### src/rtl/alu_pkg.sv
// alu_pkg: opcode, flag-index and state types shared by the sequential ALU
package alu_pkg;
  typedef enum logic [3:0] {
    OP_NOP, OP_MOV, OP_CMP, OP_TEST, OP_SHL, OP_SHR, OP_ADD, OP_ADC,
    OP_SUB, OP_SBB, OP_MUL, OP_AND, OP_OR, OP_XOR, OP_NOT, OP_CLRF
  } op_t;
  typedef enum int unsigned {FLAG_V = 4, FLAG_C = 5, FLAG_S = 6, FLAG_Z = 7} flag_t;
  typedef enum logic [1:0] {IDLE, MUL, DONE} state_t;
endpackage

### src/rtl/alu_mul_iter.sv
// alu_mul_iter: unsigned shift-add multiplier, one multiplier bit per cycle
module alu_mul_iter #(
  parameter int WORD_SIZE = 8
) (
  input  logic                   clk,
  input  logic                   rst_n,
  input  logic                   start,
  input  logic [WORD_SIZE-1:0]   a,
  input  logic [WORD_SIZE-1:0]   b,
  output logic                   done,
  output logic [2*WORD_SIZE-1:0] product
);
  logic [2*WORD_SIZE-1:0] mcand;
  logic [WORD_SIZE-1:0] mplier;
  logic [5:0] cnt;
  logic busy;
  // bit 0 is folded into the load so the remaining WORD_SIZE-1 bits finish in time
  always_ff @(posedge clk or negedge rst_n)
    if (!rst_n) begin
      product <= '0;
      mcand <= '0;
      mplier <= '0;
      cnt <= '0;
      busy <= 1'b0;
      done <= 1'b0;
    end else if (start) begin
      product <= b[0] ? {{WORD_SIZE{1'b0}}, a} : '0;
      mcand <= {{(WORD_SIZE-1){1'b0}}, a, 1'b0};
      mplier <= b >> 1;
      cnt <= 6'(WORD_SIZE - 1);
      busy <= 1'b1;
      done <= 1'b0;
    end else if (busy) begin
      product <= product + (mplier[0] ? mcand : '0);
      mcand <= mcand << 1;
      mplier <= mplier >> 1;
      cnt <= cnt - 6'd1;
      busy <= cnt != 6'd1;
      done <= cnt == 6'd1;
    end else
      done <= 1'b0;
endmodule

### src/rtl/alu_seq.sv
// alu_seq: handshaked 16-opcode ALU with registered result/flags and iterative MUL
module alu_seq
  import alu_pkg::*;
#(
  parameter int WORD_SIZE = 8
) (
  input  logic                 clk,
  input  logic                 rst_n,
  input  logic                 in_valid,
  output logic                 in_ready,
  input  logic [3:0]           mode_select,
  input  logic [WORD_SIZE-1:0] input_A,
  input  logic [WORD_SIZE-1:0] input_B,
  output logic                 out_valid,
  input  logic                 out_ready,
  output logic [WORD_SIZE-1:0] output_C,
  output logic [7:0]           flags
);
  localparam int msb = WORD_SIZE - 1;
  localparam logic [WORD_SIZE-1:0] w_lim = WORD_SIZE'(WORD_SIZE);
  state_t state, state_nx;
  op_t op;
  logic live, acc, mul_done, wr_c, wr_f, clr, cf, vf, big;
  logic [WORD_SIZE-1:0] r;
  logic [WORD_SIZE:0] sum, dif, shl, shr;
  logic [2*WORD_SIZE-1:0] prod;
  logic [7:0] f_nx;
  assign op = op_t'(mode_select);
  // live keeps in_ready low until the first edge after reset release
  assign in_ready = live && (state == IDLE || (state == DONE && out_ready));
  assign out_valid = state == DONE;
  assign acc = in_valid && in_ready;
  assign sum = {1'b0, input_A} + {1'b0, input_B} + (WORD_SIZE+1)'(op == OP_ADC && flags[FLAG_C]);
  assign dif = {1'b0, input_A} - {1'b0, input_B} - (WORD_SIZE+1)'(op == OP_SBB && flags[FLAG_C]);
  assign shl = {1'b0, input_A} << input_B;
  assign shr = {input_A, 1'b0} >> input_B;
  assign big = input_B >= w_lim;
  alu_mul_iter #(.WORD_SIZE(WORD_SIZE)) u_mul (
    .clk(clk),
    .rst_n(rst_n),
    .start(acc && op == OP_MUL),
    .a(input_A),
    .b(input_B),
    .done(mul_done),
    .product(prod)
  );
  always_comb begin
    r = output_C;
    cf = 1'b0;
    vf = 1'b0;
    wr_c = 1'b0;
    wr_f = 1'b0;
    clr = 1'b0;
    state_nx = acc ? (op == OP_MUL ? MUL : DONE)
             : state == MUL && mul_done ? DONE
             : state == DONE && out_ready ? IDLE : state;
    if (state == MUL) begin
      r = prod[msb:0];
      cf = |prod[2*WORD_SIZE-1:WORD_SIZE];
      vf = cf;
      wr_c = mul_done;
      wr_f = mul_done;
    end else if (acc)
      unique case (op)
        OP_MOV: begin r = input_B; wr_c = 1'b1; end
        OP_CMP, OP_SUB, OP_SBB: begin
          r = dif[msb:0];
          cf = dif[WORD_SIZE];
          vf = (input_A[msb] != input_B[msb]) && (dif[msb] != input_A[msb]);
          wr_c = op != OP_CMP;
          wr_f = 1'b1;
        end
        OP_ADD, OP_ADC: begin
          r = sum[msb:0];
          cf = sum[WORD_SIZE];
          vf = (input_A[msb] == input_B[msb]) && (sum[msb] != input_A[msb]);
          wr_c = 1'b1;
          wr_f = 1'b1;
        end
        OP_SHL: begin r = big ? '0 : shl[msb:0]; cf = !big && shl[WORD_SIZE]; wr_c = 1'b1; wr_f = 1'b1; end
        OP_SHR: begin r = big ? '0 : shr[WORD_SIZE:1]; cf = !big && shr[0]; wr_c = 1'b1; wr_f = 1'b1; end
        OP_TEST: begin r = input_A & input_B; wr_f = 1'b1; end
        OP_AND: begin r = input_A & input_B; wr_c = 1'b1; wr_f = 1'b1; end
        OP_OR: begin r = input_A | input_B; wr_c = 1'b1; wr_f = 1'b1; end
        OP_XOR: begin r = input_A ^ input_B; wr_c = 1'b1; wr_f = 1'b1; end
        OP_NOT: begin r = ~input_A; wr_c = 1'b1; wr_f = 1'b1; end
        OP_CLRF: begin wr_f = 1'b1; clr = 1'b1; end
        default: ;
      endcase
    f_nx = clr ? 8'h00 : {r == '0, r[msb], cf, vf, 4'h0};
  end
  always_ff @(posedge clk or negedge rst_n)
    if (!rst_n) begin
      state <= IDLE;
      live <= 1'b0;
      output_C <= '0;
      flags <= '0;
    end else begin
      state <= state_nx;
      live <= 1'b1;
      if (wr_c) output_C <= r;
      if (wr_f) flags <= f_nx;
    end
endmodule

### config.mk
export PLATFORM = sky130hd
export DESIGN_NAME = alu_seq
export DESIGN_NICKNAME = d
export VERILOG_FILES = /design/src/rtl/alu_pkg.sv /design/src/rtl/alu_mul_iter.sv /design/src/rtl/alu_seq.sv
export SDC_FILE = /design/constraint.sdc
export NUM_CORES = 1
export LEC_CHECK = 0
export BUFFER_PORTS_ARGS = -buffer_cell sky130_fd_sc_hd__buf_2
export CAP_MARGIN = 30
export CORE_MARGIN = 5
export CORE_UTILIZATION = 56
export DETAILED_ROUTE_END_ITERATION = 10
export HOLD_SLACK_MARGIN = 0.02
export PLACE_DENSITY = 0.87
export SLEW_MARGIN = 30
export SYNTH_ARGS = -nofsm -noshare
export SYNTH_HDL_FRONTEND = slang
export SYNTH_HIERARCHICAL = 1
export SYNTH_SLANG_ARGS = --single-unit
### constraint.sdc
create_clock -name clk -period 3.1 [get_ports clk]
set_input_delay 0.31 -clock clk [delete_from_list [all_inputs] [get_ports clk]]
set_output_delay 0.31 -clock clk [all_outputs]
set_load 0.01 [all_outputs]
Word-level counts from Yosys, hierarchy flattened --
Index checks and enable logic that the tools add are counted.
Storage, ports and cells: flip-flop bits (word level) 67, word-level logic and storage cells 109, input port bits 24, output and inout port bits 18
Cells by class: bitwise gates (word level) 4, multiplexer cells 39, add/sub/neg operators 6, $lt $le $gt $ge 1, shift-type cells 2, equality and inequality tests 24, reductions and logical operators 23
Operators with widths (number):
- 16-bit 2-to-1 mux | 5
- 8-bit one-hot mux with 9 select lines | 1
- 8-bit 2-to-1 mux | 8
- 4-bit == test, second input constant | 8
- 16-bit adder | 1
- 4-bit by 3-bit == test with 1-bit output, second input constant | 4
- 1-bit 2-to-1 mux | 16
- 13-bit OR reduction | 1
- 6-bit 2-to-1 mux | 2
- 1-bit logical AND | 11
- 8-bit by 8-bit adder with 9-bit output | 1
- 9-bit by 1-bit adder with 9-bit output | 1
- 9-bit OR reduction | 1
- 8-bit by 8-bit << shifter with 9-bit output | 1
- 9-bit by 8-bit >> shifter with 9-bit output | 1
- 8-bit by 8-bit subtractor with 9-bit output | 1
- 9-bit by 1-bit subtractor with 9-bit output | 1
- 8-bit AND | 1
- 4-bit by 2-bit == test with 1-bit output, second input constant | 2
- 8-bit by 4-bit >= comparator with 1-bit output, second input constant | 1
- 8-bit zero test | 1
- 2-bit 2-to-1 mux | 4
- 8-bit inverter | 1
- 8-bit bitwise OR | 1
- 20 further kinds | 24

Logic depth before layout (Yosys ltp) --
depth after elaboration 9, depth in mapped cells 15, mapped depth without buffers 13

Modules after synthesis --
The synthesis kept the hierarchy.
Modules (own cells, without submodules):
- alu_seq | cells each 427, times used 1, sequential area each 375.4 um^2, area each 3321.9 um^2
- alu_mul_iter | cells each 306, times used 1, sequential area each 1151.1 um^2, area each 2870.3 um^2

Worst setup path after synthesis --
No wires, ideal clock.
path type input to register, from in mode_select[3], to reg flags[7], stages 14, setup slack -0.427 ns, path buffers 3, required time 2.996 ns, data arrival time 3.424 ns, library setup time 0.104 ns, cell sequence buf_2 -> buf_12 -> clkbuf_1 -> nand4b_1 -> fa_1 -> ha_1 -> or4_4 -> o221a_4 -> xnor2_2 -> o22ai_2 -> a2111oi_4 -> a21oi_1 -> or2_0 -> o41ai_2
Between the ends: word-level cells in the longest chain between the ends 8, elaborated cells between the ends (all ways) 33, classes of those cells 2 x add/sub; 14 x eq/ne; 10 x mux; 7 x reduce/logical
Ends and longest elaborated chain:
- start, declared | RTL line alu_seq.sv:11 | input logic [3:0] mode_select,
- 4-bit by 3-bit == test with 1-bit output / 4-bit == test (equally long branches) | RTL line alu_seq.sv:33, alu_seq.sv:64, alu_seq.sv:34
- 1-bit logical AND (on tied branches) | RTL line alu_seq.sv:33, alu_seq.sv:34
- 9-bit by 1-bit adder with 9-bit output / 9-bit by 1-bit subtractor with 9-bit output (equally long branches) | RTL line alu_seq.sv:33, alu_seq.sv:34
- 8-bit one-hot mux with 9 select lines | RTL line alu_seq.sv:64 | unique case (op)
- 8-bit 2-to-1 mux | RTL line alu_seq.sv:63 | end else if (acc)
- 8-bit 2-to-1 mux | RTL line alu_seq.sv:57 | if (state == MUL) begin
- 8-bit zero test | RTL line alu_seq.sv:90 | f_nx = clr ? 8'h00 : {r == '0, r[msb], cf, vf, 4'h0};
- 8-bit 2-to-1 mux | RTL line alu_seq.sv:90
- end signal, assigned | RTL line alu_seq.sv:102 | if (wr_f) flags <= f_nx;
- end, declared | RTL line alu_seq.sv:17 | output logic [7:0] flags
Parallel ways exist; a longest one is shown, timed or not. A chain may end at the register's enable or synchronous reset.

Worst setup path after layout --
from reg flags[5], to reg flags[7]
Between the ends: word-level cells in the longest chain between the ends 7, elaborated cells between the ends (all ways) 9, classes of those cells 2 x add/sub; 4 x mux; 3 x reduce/logical
Ends and longest elaborated chain (RTL line):
- 1-bit logical AND (on tied branches) | alu_seq.sv:33, alu_seq.sv:34
- 9-bit by 1-bit adder with 9-bit output / 9-bit by 1-bit subtractor with 9-bit output (equally long branches) | alu_seq.sv:33, alu_seq.sv:34
- 8-bit one-hot mux with 9 select lines (*) | alu_seq.sv:64
- 8-bit 2-to-1 mux (*) | alu_seq.sv:63
- 8-bit 2-to-1 mux (*) | alu_seq.sv:57
- 8-bit zero test (*) | alu_seq.sv:90
- 8-bit 2-to-1 mux (*) | alu_seq.sv:90
Mark *: on every way between the ends. The rest lies on a longest branch, timed or not.

==> out/qor.csv <==
metric;value;unit
run_status;finished with violations;
violated_checks;setup timing;
synth_edf_count;0;
cts.repair_timing.setup_buffer_count;0;
hold_crit_path_type;in2reg;
power.total;4190;uW
max_cap_viol_count;0;
netlist_instances;733;
finalWeightedCongestion;1.09;
routed_wirelength;19600;um
layout_worst_path_cycle_share;101;%
crit_path_max_delay_cell_type;or4_4;
clock_tree_from_tritoncts;yes;
n_antenna_cell;0;
iter_0_drt_violations;706;
synth_area;6190;um2
path_class;reg2reg;
cpMostUsedCell;a21oi_2;
input_output_buffers;37;
routed-via-count;6131;
final_net_count;868;
setup_viol;1;
critical_path_required;3.34;ns
synthesized_area_per_cell;8.45;um2
slew_viol_final;0;
post_cts_clock_slew_at_the_launch_and_capture_registers_of_the_worst_setup_and_hold_paths;0.07;ns
post-route-drc-count;0;
wire_per_inst;20.9;um
critPathTopFamily;compound AO/OA/AOI/OAI gates;
clockBufferDepth;2;
crit_fanout;4;
synth.top_cells.by_area;dfrtp_1, ha_1, mux2i_1;
critical_path.cell_chain;nand4b_1 > fa_2 > ha_4 > or4_4 > o221a_4 > a21o_1 > a21oi_2 > xnor2_2 > a22oi_2 > a21oi_2 > o41ai_2;
minimum_clock_period;3.13;ns
vdd_drop_max;363;uV
grt_setup_unrepaired;yes;
groute.usage.overall;29.8;%
power.leakage;0.00313;uW
die_area;13300;um2
hpwl;14600;um
reg2reg_to;flags[7];
synth_seq_area_share;24.7;%
synth_warnings;6;
die_height;115;um
fp-row-count;38;
fillCellCount;907;
first_global_vias;5948;
drt-pass1-iter-count;5;
post_route_ant_nets;0;
crit_buf_inv;0;
netlist-cell-type-count;91;
min_delay_path_depth;3;
slew_headroom;47.4;%
netlist.area_leader.share;24.7;%
setup.reg_to_reg.worst_slack;-0.03;ns
grt_antenna_before_repair;0;
worst_setup_path_end_kind;flop;
finalCoreUtilization;64.2;%
worst-slew-pin-transition;0.785;ns
crit_path_max_incr_delay;0.48;ns
fin_worst_skew;0.00721;ns
power_density;603;nW/um2
final.setup.tns;-0.0310;ns
hold_viol_final;0;
placeableCoreArea;10800;um2
worstHoldEndpoint;u_mul/mplier[2];
drive_above_1_share;18.7;%
effective_utilization_at_floorplan;57.1;%
async_reset_ff_share;100;%
yosys_register_bits;61;
arrival;3.37;ns
setup_ws;-0.0310;ns
ys.flop_type;dfrtp_1;
critical_path_source_type;flop;
clock_latency_reported_for_the_late_side_of_the_worst_skew_pair;0.34;ns
synthDominantAreaCellType;dfrtp_1;
cts-buffers-inserted;9;
hold_path_startpoint;input_B[3];
globalRouteOverflowTotal;0;
clock_sinks;61;
per_cell_via_count_in_the_routed_design;6.54;
grt_first_pass_wirelength;31300;um
die_x;115;um
root_buffer;clkbuf_8;
largest_net_degree_at_the_start_of_global_routing;73;
fmax;319;MHz
syn_to_final_growth;12.3;%
h-tree-depth;3;
pin_count;42;
crit-reg2reg-launch;flags[5];
worstRegToRegCells;11;
metal layers:
layer | share of wire (%) | vias up | track usage [%] | routed length (um)
met2 | 45 | 327 | 46.0 | 8760
met5 | 0 | - | 0 | 0
met3 | 10 | 45 | 8.63 | 2030
li1 | - | 2798 | - | -
met4 | 2.1 | 0 | 7.75 | 419
met1 | 43 | 2961 | 41.3 | 8360
kinds of logic (layout without fill, tap and decap cells):
kind of cell | count (synthesis) | count (layout) | share of synthesized area (%)
adders and majority gates | 51 | 51 | 10.9
and+or+nand+nor | 259 | 259 | 22.5
DFF | 61 | 61 | 24.7
xor gates and xnor gates | 18 | 18 | 2.67
AOI/OAI and AO/OA | 224 | 224 | 24.8
buffers and inverters | 73 | 135 | 6.30
other | 2 | 5 | 0.121
muxes | 45 | 45 | 8.02
worst min-delay path, stage by stage:
cell and delay [ns]:
buf_2 0.17, nand2_1 0.07, o21ai_0 0.08
state kept, by name, indices dropped and copies added (netlist names):
register and count:
u_mul/done 1, live 1, u_mul/busy 1, state 2, u_mul/mcand 15, u_mul/mplier 7, flags 4, u_mul/product 16
output_C 8, u_mul/cnt 6
stage by stage:
step / hold WS [ns] / instances / area (um2) / setup WS (ns)
6_report: 0.329 / 938 / 6950 / -0.0310
5_1_grt: 0.329 / 938 / 6950 / -0.177
4_1_cts: 0.138 / 937 / 6910 / -0.0321
3_5_place_dp: 0.503 / 921 / 6720 / -0.360
3_3_place_gp: 0.483 / 921 / 6720 / -0.203
2_1_floorplan: 0.0144 / 736 / 6260 / -0.222
cells in the mapped netlist (all sizes together), types with 5 or more instances:
| cell type | count |
|---|---|
| o21bai | 7 |
| clkbuf | 22 |
| nor2b | 17 |
| a32o | 5 |
| a21oi | 50 |
| and3 | 5 |
| xnor2 | 9 |
| and2 | 22 |
| a21o | 12 |
| ha | 46 |
| a31oi | 13 |
| a211oi | 11 |
| or3 | 10 |
| xor2 | 9 |
| fa | 5 |
| nand2b | 13 |
| nand3b | 7 |
| mux2 | 7 |
| nor3 | 18 |
| nand2 | 56 |
| nand3 | 16 |
| inv | 32 |
| dfrtp | 61 |
| mux2i | 35 |
| o21ai | 64 |
| nor2 | 61 |
| nand4 | 9 |
| o21a | 5 |
| buf | 19 |
report_power, final:
group	internal, uW	switching [uW]	total, uW
Clock	391	306	696
Sequential	1120	363	1480
Combinational	896	1120	2020
layout by cell type, fill, tap and decap left out, types with 6 or more instances in the layout:
master	count
o21bai_1	7
a31oi_1	13
xor2_1	9
a211oi_1	10
clkbuf_8	10
nand2b_1	13
o21ai_0	53
a21o_1	11
xnor2_1	7
inv_1	29
nand3_1	16
mux2i_1	35
nand3b_1	6
o21ai_1	11
buf_4	49
and2_1	20
nor2b_1	17
dfrtp_1	60
nand2_1	56
or3_1	9
nor3_1	16
nand4_1	9
ha_1	44
a21oi_1	45
buf_2	36
nor2_1	61
mux2_2	6
how the worst max path moves through the flow:
stage | from | endpoint | slack (ns) | depth (start not counted)
2_1_floorplan | mode_select[2] | flags[7] | -0.22 | 14
3_3_place_gp | mode_select[0] | flags[7] | -0.20 | 14
3_5_place_dp | mode_select[0] | flags[7] | -0.36 | 14
4_1_cts | flags[5] | flags[7] | -0.03 | 13
5_1_grt | flags[5] | flags[7] | -0.18 | 12
6_report | flags[5] | flags[7] | -0.03 | 11
final cells by class:
type	count	area [um2]	area share, %
inverters	32	120	1.73
clock inverters	4	47.5	0.684
multi-input cells	602	4360	62.7
flip-flops and latches	61	1530	22.0
clock buffers	12	145	2.09
repair buffers	87	578	8.31
well taps	140	175	2.52
timing repair:
action	4_1_cts	5_1_grt
gates resized for setup	1	6
endpoints found under the hold margin	0	42
endpoints found under the setup margin	6	8
hold buffers	0	1
pin swaps	3	2
No activity file was read; power rests on OpenSTA's default activity.
